## src/rtl/wb_stage.sv

```systemverilog
// Write-back stage: MEM/WB register, RF write port, same-cycle bypass to decode, retire counter.
// Latency: one edge from mem_* into WB. stall holds and flush bubbles the register; it never stalls upstream.
module wb_stage #(
    parameter int DATA_W = 32,
    parameter int CNT_W  = 32
) (
    input  logic              clk,
    input  logic              rst_n,
    input  logic              stall,
    input  logic              flush,
    input  logic              mem_valid,
    input  logic [DATA_W-1:0] mem_pc,
    input  logic [DATA_W-1:0] mem_pc4,
    input  logic [DATA_W-1:0] mem_alu_c,
    input  logic [DATA_W-1:0] mem_ext,
    input  logic [4:0]        mem_wr,
    input  logic              mem_rf_we,
    input  logic [1:0]        mem_rf_wsel,
    input  logic [DATA_W-1:0] dram_rdo,
    input  logic [4:0]        id_rR1,
    input  logic [4:0]        id_rR2,
    output logic [4:0]        rf_wR,
    output logic [DATA_W-1:0] rf_wD,
    output logic              rf_we,
    output logic              fwd1_hit,
    output logic              fwd2_hit,
    output logic [DATA_W-1:0] fwd_data,
    output logic              wb_valid,
    output logic [DATA_W-1:0] wb_pc,
    output logic [CNT_W-1:0]  retire_cnt
);

    localparam logic [1:0] RF_WSEL_ALU = 2'd0;
    localparam logic [1:0] RF_WSEL_PC4 = 2'd1;
    localparam logic [1:0] RF_WSEL_EXT = 2'd2;
    localparam logic [1:0] RF_WSEL_RDO = 2'd3;

    typedef struct packed {
        logic              valid;
        logic [DATA_W-1:0] pc;
        logic [DATA_W-1:0] pc4;
        logic [DATA_W-1:0] alu_c;
        logic [DATA_W-1:0] ext;
        logic [4:0]        wr;
        logic              rf_we;
        logic [1:0]        rf_wsel;
    } mem_wb_t;

    mem_wb_t mw_q;
    mem_wb_t mw_load;

    always_comb begin
        mw_load.valid   = mem_valid;
        mw_load.pc      = mem_pc;
        mw_load.pc4     = mem_pc4;
        mw_load.alu_c   = mem_alu_c;
        mw_load.ext     = mem_ext;
        mw_load.wr      = mem_wr;
        mw_load.rf_we   = mem_rf_we;
        mw_load.rf_wsel = mem_rf_wsel;
    end

    // Clearing the whole register on flush leaves rf_wsel at ALU, same as reset.
    always_ff @(posedge clk) begin
        if (!rst_n) begin
            mw_q <= '0;
        end else if (flush) begin
            mw_q <= '0;
        end else if (!stall) begin
            mw_q <= mw_load;
        end
    end

    // An instruction retires on the edge it leaves WB, so stalled cycles don't count.
    always_ff @(posedge clk) begin
        if (!rst_n) begin
            retire_cnt <= '0;
        end else if (mw_q.valid && !stall) begin
            retire_cnt <= retire_cnt + 1'b1;
        end
    end

    always_comb begin
        rf_wD = '0;
        case (mw_q.rf_wsel)
            RF_WSEL_ALU: rf_wD = mw_q.alu_c;
            RF_WSEL_PC4: rf_wD = mw_q.pc4;
            RF_WSEL_EXT: rf_wD = mw_q.ext;
            RF_WSEL_RDO: rf_wD = dram_rdo;
            default:     rf_wD = '0;
        endcase
    end

    assign rf_wR    = mw_q.wr;
    assign rf_we    = mw_q.valid && mw_q.rf_we && (mw_q.wr != 5'd0);
    assign fwd1_hit = rf_we && (mw_q.wr == id_rR1);
    assign fwd2_hit = rf_we && (mw_q.wr == id_rR2);
    assign fwd_data = rf_wD;
    assign wb_valid = mw_q.valid;
    assign wb_pc    = mw_q.pc;

endmodule

```

## config.mk

```make
export PLATFORM = sky130hd
export DESIGN_NAME = wb_stage
export DESIGN_NICKNAME = d
export VERILOG_FILES = /design/src/rtl/wb_stage.sv
export SDC_FILE = /design/constraint.sdc
export NUM_CORES = 1
export LEC_CHECK = 0
export BUFFER_PORTS_ARGS = -buffer_cell sky130_fd_sc_hd__clkbuf_2
export CAP_MARGIN = 30
export CORE_MARGIN = 2
export CORE_UTILIZATION = 52
export CTS_CLUSTER_DIAMETER = 120
export DETAILED_ROUTE_END_ITERATION = 10
export PLACE_DENSITY = 0.86
export SKIP_CTS_REPAIR_TIMING = 1
export SLEW_MARGIN = 10
export SYNTH_ARGS = -nofsm -noshare
export SYNTH_HDL_FRONTEND = slang
export SYNTH_SLANG_ARGS = --single-unit
```

## constraint.sdc

```tcl
create_clock -name clk -period 6.4 [get_ports clk]
set_clock_uncertainty 0.2 [all_clocks]
set_input_delay 1.28 -clock clk [delete_from_list [all_inputs] [get_ports clk]]
set_output_delay 1.28 -clock clk [all_outputs]
set_load 0.01 [all_outputs]
```

Word level (Yosys, flattened, before mapping)
Cells that the tools add are included.
{"block": "word_totals", "ff_bits": 169, "wordCells": 26, "output_inout_bits": 137}
{"block": "op_classes", "n_addsub": 1, "n_mux": 1, "n_eq_ne": 5, "n_bitwise": 1, "reduce_logical": 9}
{"operator": "$pmux W32 S4", "count": 1}
{"operator": "$add A32 B1 Y32 const B", "count": 1}
{"operator": "$eq A5 B5 Y1", "count": 2}
{"operator": "$logic_and A1 B1 Y1", "count": 5}
{"operator": "$reduce_bool A5 Y1", "count": 1}
{"operator": "$eq A2 B2 Y1 const B", "count": 2}
{"operator": "$eq A2 B1 Y1 const B", "count": 1}
{"operator": "$logic_not A2 Y1", "count": 1}
{"operator": "$reduce_or A2 Y1", "count": 1}
{"operator": "$logic_not A1 Y1", "count": 1}
{"operator": "$not A1 Y1", "count": 1}

Logic depth before layout (Yosys ltp)
Gate-level depths: netlist (run 1).
{"block": "depth", "depth_word": 3, "mapped_depth": 7, "ltp_nobuf": 5}

Worst setup path after synthesis (run 1)
Ideal clock, no wire load.
{"block": "synth_path", "path_type": "input-to-output", "start": "in dram_rdo[11]", "end": "out rf_wD[11]", "arrival_time_ns": 1.945, "setup_slack_ns": 2.975, "stages": 2, "required_ns": 4.920, "cell_sequence": "mux4_2 > buf_4"}
{"block": "synth_between", "elab_chain_len": 1}
{"element": "from (decl)", "line": "19", "rtl": "input logic [DATA_W-1:0] dram_rdo,"}
{"element": "$pmux W32 S4", "line": "85", "rtl": "case (mw_q.rf_wsel)"}
{"element": "to (decl)", "line": "23", "rtl": "output logic [DATA_W-1:0] rf_wD,"}
No other way between the ends.

Worst setup path after layout (run 1)
{"block": "layout_path", "start": "reg mw_q[0] (netlist name)", "end": "out rf_wD[13]"}
{"block": "layout_between", "elab_chain_len": 2, "word_cells_on_any_way": 5, "classes_between": "eq/ne: 3; mux: 1; reduce/logical: 1"}
{"element": "from (decl)", "line": "49", "rtl": "mem_wb_t mw_q;"}
{"element": "from (signal assigned)", "line": "70", "rtl": "mw_q <= mw_load;"}
{"element": "$eq A2 B2 Y1 (tied with other cells)", "line": "85"}
{"element": "$pmux W32 S4 (*)", "line": "85"}
Every way passes the cells marked *; elsewhere a longest branch is shown, timed or not.

==> run_results.csv, run 1 <==
group,metric,value,unit
floorplan,die_area,15800,um^2
floorplan,ios,320,
floorplan,row_count,44,
timing,tightest_slew,0.960,ns
grt,grt_pass1_wl,30400,um
synthesis,syn_area,7720,um^2
grt,grt_pass1_vias,6196,
place,dpl_cell_area,8870,um^2
timing,finalHoldViolCount,0,
floorplan,coreArea,14500,um^2
clock_tree,h-tree-depth,4,
synthesis,synthTopCellsByArea,"dfxtp_1 44%, mux2i_1 18%, mux4_2 9.3%",
drt,wl,19400,um
setup_path,cp_cell_sequence,"buf_4, mux4_2, clkbuf_2",
setup_path,cp_data_arrival_time,2.20,ns
timing,min_period_over_period,0.574,
clock_tree,root_buffer,"clkbuf_16",
timing,hold_ws,0.292,ns
timing,rsz0062_at_grt,"false",
place,pre_cts_slack,2.77,ns
synthesis,synthFlopType,"dfxtp_1",
synthesis,synthesis.nets,930,
clock_tree,cts_inserted_buffers,17,
drt,ant_nets,0,
clock_tree,cts_num_sinks,169,
place,port_buffers,319,
timing,tns,0,ns
clock_tree,clkTransAtPathRegs,0.06,ns
cells_and_area,drive_gt1_frac,0.398,
place,hpwlAfterDp,13600,um
flow_run,cap_violations,0,
timing,fin_ws,2.72,ns
clock_tree,cts.path.max_buffers,2,
cells_and_area,nets,1156,
setup_path,critPathMaxStageDelay,0.62,ns
floorplan,fp.dieH,126,um
cells_and_area,fillers,1156,
grt,antenna_found_initial,0,
setup_path,worstSetupStartpointType,"flop",
cells_and_area,syn_to_final_growth,23.3,%
floorplan,die_x,126,um
synthesis,seq_area_frac_synth,0.438,
timing,period_needed,3.68,ns
drt,remaining_drc_errors,0,
synthesis,async_flop_share,0,
drt,via_count,6261,
timing,setup_viol,0,
cells_and_area,most-common-layout-cells,"318 x clkbuf_2, 167 x dfxtp_1, 148 x nor2_1",
power_and_ir_drop,worst_ir_drop_vdd,276,uV
synthesis,yosysWarnings,0,
cells_and_area,final_area,9520,um^2
drt,drt_first_iter_violations,372,
cells_and_area,final_common_cell,"clkbuf_2",
setup_path,setup.worst_path.class,"reg2out",
setup_path,crit_fanout,28,
synthesis,synthDistinctLibCells,32,
synthesis,ys_seq_elements,169,
clock_tree,cts_tree,"done",
setup_path,end_kind,"primary output",
timing,relSlewSlack,0.360,
synthesis,synth_top_area_cell,"dfxtp_1",
drt,avgRoutedWirePerCell,16.6,um
synthesis,syn-mean-instance-area,10.3,um^2
setup_path,required,4.92,ns
place,gp_congestion,0.838,
power_and_ir_drop,cellLeakagePower,4.52,nW
hold_path,hp-class,"reg2reg",
cells_and_area,fin_cells,1169,
setup_path,cp_slowest_cell,"mux4_2",
drt,via_per_inst,5.36,
clock_tree,clk_latency,0.42,ns
grt,grt_overflow,0,
timing,timing.fmax,272,MHz
run_status,status,"finished, final reports clean",
floorplan,start_util,0.531,
cells_and_area,antenna-diode-count,0,
synthesis,synth.top_cell.area_share,0.438,
timing,drv_slew,0,
grt,grt_use_total,0.240,
drt,dr.pass1.iters,4,
grt,grt_max_degree,88,
place,numPlacedInstances,1136,
synthesis,synthCells,746,
synthesis,synth_edf_count,0,
power_and_ir_drop,power_density,252,nW/um^2
==> report_power, final <==
part	internal [mW]	switching, mW	total (mW)
Combinational	0.122	0.111	0.233
Clock	0.644	0.418	1.06
Sequential	1.08	0.0199	1.10
Total	1.85	0.550	2.40
==> path summary, 6_finish.rpt <==
path / startpoint / to / slack [ns] / cells after the start
max: mw_q[0] / rf_wD[13] / 2.72 / 3
min: mw_q[34] / mw_q[34] / 0.29 / 2
max reg2reg: retire_cnt[4] / retire_cnt[31] / 4.05 / 4
min reg2reg: mw_q[34] / mw_q[34] / 0.29 / 2
==> synthesized netlist by cell type (2+ instances only) <==
| library cell | number |
|---|---|
| dfxtp_1 | 169 |
| buf_2 | 19 |
| nand3_1 | 12 |
| clkbuf_1 | 26 |
| nor2_1 | 148 |
| xor2_1 | 12 |
| o31ai_1 | 17 |
| buf_4 | 71 |
| mux4_2 | 32 |
| a21oi_1 | 21 |
| mux2i_1 | 138 |
| and4_1 | 5 |
| xnor2_1 | 8 |
| and3_1 | 3 |
| or4_1 | 18 |
| nand2_1 | 11 |
| or3_1 | 4 |
| nor4_1 | 2 |
| nand4_1 | 9 |
| and2_1 | 2 |
| inv_1 | 5 |
| o21ai_0 | 4 |
==> cell type report <==
class                      instances  area [um^2]  area share
multi-input combinational        455         3590       0.377
clock buffer                      21          470      0.0494
sequential                       169         3390       0.356
timing repair buffer             324         1680       0.177
clock inverter                    11          145      0.0153
tap                              184          230      0.0242
inverter                           5         18.8     0.00197
==> through the flow <==
step | util | power (mW)
finish | 0.655 | 2.40
global placement | 0.609 | 1.35
global route | 0.655 | 2.49
CTS | 0.653 | 2.41
detailed placement | 0.611 | 1.36
floorplan | - | 1.27
==> layer usage <==
layer,wire length (um),share of wire,vias to the layer above,track usage
met1,7360,0.38,2955,0.267
met3,1580,0.082,37,0.0765
met4,504,0.026,0,0.0931
met5,0,0,-,0
met2,9950,0.51,272,0.428
li1,-,-,2997,-
==> kinds of logic (layout without fill, tap and decap cells) <==
| kind of cell | after synthesis | count (layout) | synth area share |
|---|---|---|---|
| AND/OR/NAND/NOR | 221 | 221 | 0.133 |
| multiplexers | 170 | 170 | 0.272 |
| flip-flops | 169 | 169 | 0.438 |
| buffers and inverters | 122 | 361 | 0.0979 |
| AO/OA/AOI/OAI | 43 | 43 | 0.0337 |
| XOR/XNOR | 20 | 20 | 0.0227 |
| adder cells (fa/ha/maj) | 1 | 1 | 0.00162 |
==> sequential cells by signal (all words and copies together), names as in the netlist <==
signal,count
mw_q,99
retire_cnt,32
rf_wR,5
wb_pc,32
wb_valid,1
==> critical path, delay by kind of cell (launching register included) <==
kind | cells | cell delay (ns)
buf+inv | 2 | 0.66
flops | 1 | 0.46
mux | 1 | 0.62
Note: power is estimated with default switching activity, not from simulation.
==> run 2: changes to the inputs <==
--- a/config.mk
+++ b/config.mk
@@ -5,13 +5,14 @@
 export SDC_FILE = /design/constraint.sdc
 export NUM_CORES = 1
 export LEC_CHECK = 0
+export ABC_AREA = 1
 export BUFFER_PORTS_ARGS = -buffer_cell sky130_fd_sc_hd__clkbuf_2
 export CAP_MARGIN = 30
 export CORE_MARGIN = 2
-export CORE_UTILIZATION = 52
+export CORE_UTILIZATION = 49
 export CTS_CLUSTER_DIAMETER = 120
 export DETAILED_ROUTE_END_ITERATION = 10
-export PLACE_DENSITY = 0.86
+export PLACE_DENSITY = 0.81
 export SKIP_CTS_REPAIR_TIMING = 1
 export SLEW_MARGIN = 10
 export SYNTH_ARGS = -nofsm -noshare
==> constraint.sdc (replaced) <==
create_clock -name clk -period 3.54 [get_ports clk]
set_clock_uncertainty 0.2 [all_clocks]
set_input_delay 0.708 -clock clk [delete_from_list [all_inputs] [get_ports clk]]
set_output_delay 0.708 -clock clk [all_outputs]
set_load 0.01 [all_outputs]
==> run 2 against run 1 <==
Net effect: wire length increased by 13%; sequential cell count unchanged; first-iteration DRC count increased by 40%; non-clock buffer count increased by 8; critical path depth increased by 3; clock-buffer cell count increased by 3; setup slack got worse by 2.2 ns; register-to-register slack got worse by 2.3 ns; clock power increased by 81%; die area increased by 7.1%; critical path type unchanged; largest cell class unchanged; largest power group unchanged; highest routed layer unchanged.
==> run_results.csv, run 2 <==
group,metric,value,unit
synthesis,synth.most_common_cell,"nand2_1",
synthesis,synthCells,1132,
timing,drv_slew,0,
setup_path,cp_data_arrival_time,2.11,ns
run_status,status,"finished, final reports clean",
drt,ant_nets,0,
drt,via_count,7978,
cells_and_area,fin_cells,1583,
clock_tree,cts_num_sinks,169,
floorplan,die_x,130,um
drt,remaining_drc_errors,0,
setup_path,cp-endpoint,"rf_wD[21]",
setup_path,ff2ff_path_depth,7,
floorplan,row_count,46,
grt,grt_max_degree,140,
clock_tree,h-tree-depth,4,
power_and_ir_drop,p_sw_frac,0.230,
synthesis,synth_top_area_cell,"dfxtp_1",
power_and_ir_drop,p_total,4.31,mW
setup_path,setup.worst_path.class,"reg2out",
grt,grt_use_total,0.249,
synthesis,yosysWarnings,0,
power_and_ir_drop,pwr-share-seq,0.460,
cells_and_area,top_register,"mw_q",
timing,fin_ws,0.519,ns
cells_and_area,syn_to_final_growth,23.5,%
cells_and_area,drive_gt1_frac,0.278,
place,port_buffers,319,
power_and_ir_drop,power.share.combinational,0.094,
clock_tree,cts_inserted_buffers,17,
clock_tree,cts_tree,"done",
synthesis,syn_area,7800,um^2
floorplan,die_area,17000,um^2
power_and_ir_drop,p_int,3.32,mW
setup_path,critPathLaunch,"mw_q[1]",
timing,tightest_slew,0.669,ns
synthesis,syn-mean-instance-area,6.89,um^2
timing,hold_ws,0.260,ns
drt,via_per_inst,5.04,
power_and_ir_drop,clockPowerShare,0.446,
clock_tree,root_buffer,"clkbuf_16",
cells_and_area,nets,1539,
hold_path,hp-class,"reg2reg",
timing,finalHoldViolCount,0,
setup_path,r2r-end,"retire_cnt[22]",
timing,tns,0,ns
timing,rsz0062_at_grt,"false",
place,dpl_cell_area,9020,um^2
grt,grt_pass1_wl,33300,um
place,numPlacedInstances,1552,
power_and_ir_drop,cellLeakagePower,4.41,nW
power_and_ir_drop,worst_ir_drop_vdd,465,uV
cells_and_area,largest_register_ffs,99,
synthesis,synthDistinctLibCells,30,
synthesis,ys_top_cells_by_count,"464 x nand2_1, 169 x dfxtp_1, 146 x a21oi_1",
grt,antenna_found_initial,1,
synthesis,synthTopCellsByArea,"dfxtp_1 43%, nand2_1 22%, a21oi_1 9.4%",
place,gp_congestion,0.880,
timing,period_needed,3.02,ns
setup_path,required,2.63,ns
floorplan,start_util,0.497,
setup_path,crit-reg2reg-launch,"retire_cnt[11]",
place,pre_cts_slack,0.954,ns
clock_tree,cts.path.max_buffers,2,
drt,drt_first_iter_violations,521,
setup_path,reg2reg_slack,1.71,ns
clock_tree,clk_latency,0.41,ns
cells_and_area,most-common-layout-cells,"464 x nand2_1, 318 x clkbuf_2, 169 x dfxtp_1",
power_and_ir_drop,p_sw,0.990,mW
drt,dr.pass1.iters,5,
flow_run,cap_violations,0,
cells_and_area,final_common_cell,"nand2_1",
floorplan,ios,320,
synthesis,async_flop_share,0,
drt,avgRoutedWirePerCell,13.9,um
synthesis,synth_edf_count,0,
floorplan,coreArea,15700,um^2
grt,grt_overflow,0,
clock_tree,clkTransAtPathRegs,0.06,ns
power_and_ir_drop,power_density,447,nW/um^2
timing,min_period_over_period,0.853,
timing,setup_viol,0,
floorplan,fp.dieH,130,um
synthesis,synthFlopType,"dfxtp_1",
setup_path,end_kind,"primary output",
drt,wl,22000,um
synthesis,synth.top_cell.area_share,0.434,
synthesis,seq_area_frac_synth,0.434,
place,hpwlAfterDp,15800,um
cells_and_area,utilization,0.613,
setup_path,crit_fanout,17,
synthesis,synthesis.nets,1316,
timing,timing.fmax,331,MHz
setup_path,worstSetupStartpointType,"flop",
synthesis,ys_seq_elements,169,
cells_and_area,final_area,9640,um^2
timing,relSlewSlack,0.554,
grt,grt_pass1_vias,6989,
run 2: cell count changes in the layout (fill, tap and decap cells not counted), sizes merged, moves of 15 or more:
| cell | change |
|---|---|
| o31ai | -17 |
| a21oi | +125 |
| nand2 | +455 |
| mux2i | -138 |
| or4 | -18 |
| mux4 | -32 |
| nor2 | -84 |
| nand4 | +30 |
| nand3 | +15 |
| inv | +44 |
run 2: power by group through the flow:
stage / sequential (mW) / combinational, mW / clock, mW
finish: 1.98 / 0.407 / 1.92
global route: 1.99 / 0.453 / 2.03
CTS: 1.98 / 0.408 / 1.96
detailed placement: 2.02 / 0.406 / 0
global placement: 2.02 / 0.403 / 0
floorplan: 2.02 / 0.250 / 0
run 2: cell type report:
type | count | area [um^2]
Timing Repair Buffer | 332 | 1710
Tap cell | 216 | 270
Inverter | 48 | 185
Clock buffer | 24 | 502
Antenna cell | 1 | 2.50
Sequential cell | 169 | 3380
Multi-Input combinational cell | 787 | 3480
Clock inverter | 6 | 111
Fill cell | 1435 | 6070
run 2: per-layer routing:
layer  vias up  wire length [um]  global-route usage
met4         0               849               0.113
met5         -                 0                   0
met1      3592              9190               0.308
li1       3994                 -                   -
met3        54              1520              0.0599
met2       338             10400               0.411
run 2: how the worst min path moves through the flow:
stage	startpoint	to	slack (ns)	cells after the start
CTS	wb_pc[3]	wb_pc[3]	0.26	2
floorplan	wb_pc[9]	wb_pc[9]	0.24	2
global placement	wb_pc[9]	wb_pc[9]	0.24	2
global route	mw_q[50]	mw_q[50]	0.28	2
finish	wb_pc[9]	wb_pc[9]	0.26	2
detailed placement	wb_pc[3]	wb_pc[3]	0.25	2
run 2: cells by family after synthesis:
group,synth area share
XOR/XNOR,0.0123
buffers and inverters,0.122
AND/OR/NAND/NOR,0.324
adder cells (fa/ha/maj),0.00160
AO/OA/AOI/OAI,0.106
flip-flops,0.434
run 2: worst max-delay path, stage by stage, from the launching register on:
cell	delay, ns
dfxtp_1	0.40
nand2_1	0.07
inv_1	0.50
buf_4	0.33
nand2_1	0.08
nand4_1	0.16
clkbuf_2	0.16
==> run 3: changes to the inputs <==
==> config.mk (replaced) <==
export PLATFORM = sky130hd
export DESIGN_NAME = wb_stage
export DESIGN_NICKNAME = d
export VERILOG_FILES = /design/src/rtl/wb_stage.sv
export SDC_FILE = /design/constraint.sdc
export NUM_CORES = 1
export LEC_CHECK = 0
export CAP_MARGIN = 30
export CORE_AREA = 2 2 124 126
export DETAILED_ROUTE_END_ITERATION = 10
export DIE_AREA = 0 0 126 128
export DONT_BUFFER_PORTS = 1
export PLACE_DENSITY = 0.67
export SKIP_CTS_REPAIR_TIMING = 1
export SLEW_MARGIN = 10
export SYNTH_ARGS = -nofsm -noshare
export SYNTH_HDL_FRONTEND = slang
export SYNTH_SLANG_ARGS = --single-unit
==> run 3 against run 2 <==
Net effect: sequential cell count stayed put; setup slack improved by 0.16 ns; first-iteration DRC count down 46%; worst hold slack lost 0.021 ns; critical path depth fell by 5; core utilization decreased by 8.1 points; highest routed layer unchanged; die area is 4.9% lower; combinational power fell by 44%; sequential share of layout area grew 7.6 points; via count decreased by 38%.
==> run_results.csv, run 3 (synthesis results as in run 1) <==
group,metric,value,unit
run_status,status,"finished, final reports clean",
floorplan,coreArea,14900,um^2
setup_path,crit_fanout,33,
timing,relSlewSlack,0.332,
floorplan,die_area,16100,um^2
power_and_ir_drop,worst_ir_drop_vdd,282,uV
timing,rsz0062_at_grt,"false",
clock_tree,root_buffer,"clkbuf_16",
clock_tree,cts.path.max_buffers,2,
drt,avgRoutedWirePerCell,19.5,um
setup_path,end_kind,"primary output",
grt,met1_usage,0.231,
setup_path,cp_data_arrival_time,1.95,ns
setup_path,required,2.63,ns
setup_path,worstSetupStartpointType,"flop",
place,port_buffers,0,
floorplan,fp.dieH,128,um
cells_and_area,fillers,1311,
cells_and_area,syn_to_final_growth,2.64,%
floorplan,start_util,0.519,
drt,drt_first_iter_violations,280,
grt,met2_usage,0.343,
hold_path,hp-class,"in2reg",
grt,met3_usage,0.0785,
cells_and_area,top_register,"mw_q",
cells_and_area,final_common_cell,"dfxtp_1",
power_and_ir_drop,clockPowerShare,0.467,
clock_tree,clkTransAtPathRegs,0.06,ns
drt,via_per_inst,5.85,
cells_and_area,antenna-diode-count,0,
drt,ant_nets,0,
power_and_ir_drop,cellLeakagePower,3.13,nW
floorplan,die_x,126,um
power_and_ir_drop,power_density,527,nW/um^2
cells_and_area,nets,835,
setup_path,critPathMaxStageDelay,0.99,ns
cells_and_area,fin_cells,851,
place,gp_congestion,0.837,
power_and_ir_drop,p_sw,0.882,mW
timing,period_needed,2.86,ns
power_and_ir_drop,pwr-share-seq,0.479,
timing,timing.fmax,350,MHz
cells_and_area,most-common-layout-cells,"167 x dfxtp_1, 148 x nor2_1, 138 x mux2i_1",
grt,grt.busiest_layer,"met2",
grt,grt_pass1_wl,25600,um
grt,grt_overflow,0,
timing,min_period_over_period,0.808,
flow_run,cap_violations,0,
grt,antenna_found_initial,0,
power_and_ir_drop,p_sw_frac,0.211,
timing,tightest_slew,1.00,ns
power_and_ir_drop,p_int,3.29,mW
clock_tree,cts_num_sinks,169,
floorplan,ios,320,
clock_tree,cts_inserted_buffers,17,
clock_tree,clk_latency,0.41,ns
grt,grt_pass1_vias,4817,
place,hpwlAfterDp,11500,um
grt,grt_max_degree,141,
drt,dr.pass1.iters,4,
drt,via_count,4982,
timing,setup_viol,0,
setup_path,cp_top_family,"flip-flops",
grt,grt_use_total,0.201,
floorplan,row_count,45,
setup_path,worst-path-buf-inv,0,
clock_tree,cts_tree,"done",
drt,wl,16600,um
place,numPlacedInstances,819,
timing,tns,0,ns
drt,remaining_drc_errors,0,
clock_tree,h-tree-depth,4,
setup_path,cp_slowest_cell,"dfxtp_2",
setup_path,setup.worst_path.class,"reg2out",
setup_path,cp_cell_sequence,"mux4_2",
timing,finalHoldViolCount,0,
power_and_ir_drop,power.share.combinational,0.054,
cells_and_area,largest_register_ffs,99,
timing,drv_slew,0,
cells_and_area,drive_gt1_frac,0.106,
[run 3: layout make-up]
type | count | area [um^2] | area share
repair buffers | 3 | 67.6 | 0.00853
clock inverters | 11 | 171 | 0.0216
well taps | 188 | 235 | 0.0297
clock buffers | 20 | 457 | 0.0577
flip-flops and latches | 169 | 3390 | 0.427
inverters | 5 | 18.8 | 0.00237
multi-input cells | 455 | 3590 | 0.453
[run 3: per-stage QoR]
step / total power, mW / util / hold slack [ns] / cell area, um^2 / setup slack (ns)
after floorplan: 2.30 / - / 0.258 / 7720 / 1.01
after global placement: 2.25 / 0.489 / 0.270 / 7270 / 1.07
after detailed placement: 2.26 / 0.489 / 0.282 / 7270 / 1.03
after CTS: 4.22 / 0.531 / 0.217 / 7890 / 0.673
after global routing: 4.33 / 0.533 / 0.220 / 7920 / 0.621
final: 4.17 / 0.533 / 0.239 / 7920 / 0.680
[run 3: worst reg2reg max path: cells and delay by family (launching register included)]
kind / cells / cell delay [ns]
compound gates: 1 / 0.16
flops: 1 / 0.47
simple gates: 3 / 1.59
[run 3: power groups by stage]
stage                     combinational, mW  clock [mW]  sequential (mW)
after floorplan                       0.284           0             2.01
after global placement                0.216           0             2.04
after detailed placement              0.225           0             2.04
after CTS                             0.224        2.00             2.00
after global routing                  0.248        2.07             2.00
final                                 0.226        1.95             2.00
[run 3: worst paths after layout]
kind | start | cells past startpoint | endpoint | slack, ns
hold reg to reg | mw_q[64] | 2 | mw_q[64] | 0.29
setup reg to reg | retire_cnt[4] | 4 | retire_cnt[27] | 1.07
setup / recovery | mw_q[1] | 1 | fwd_data[13] | 0.68
hold / removal | mem_pc[10] | 2 | wb_pc[10] | 0.24
[run 3: layer usage]
| metal | routed length [um] | up-vias |
|---|---|---|
| met3 | 1470 | 18 |
| met2 | 8270 | 233 |
| met5 | 0 | - |
| met4 | 265 | 0 |
| met1 | 6560 | 2376 |
| li1 | - | 2355 |
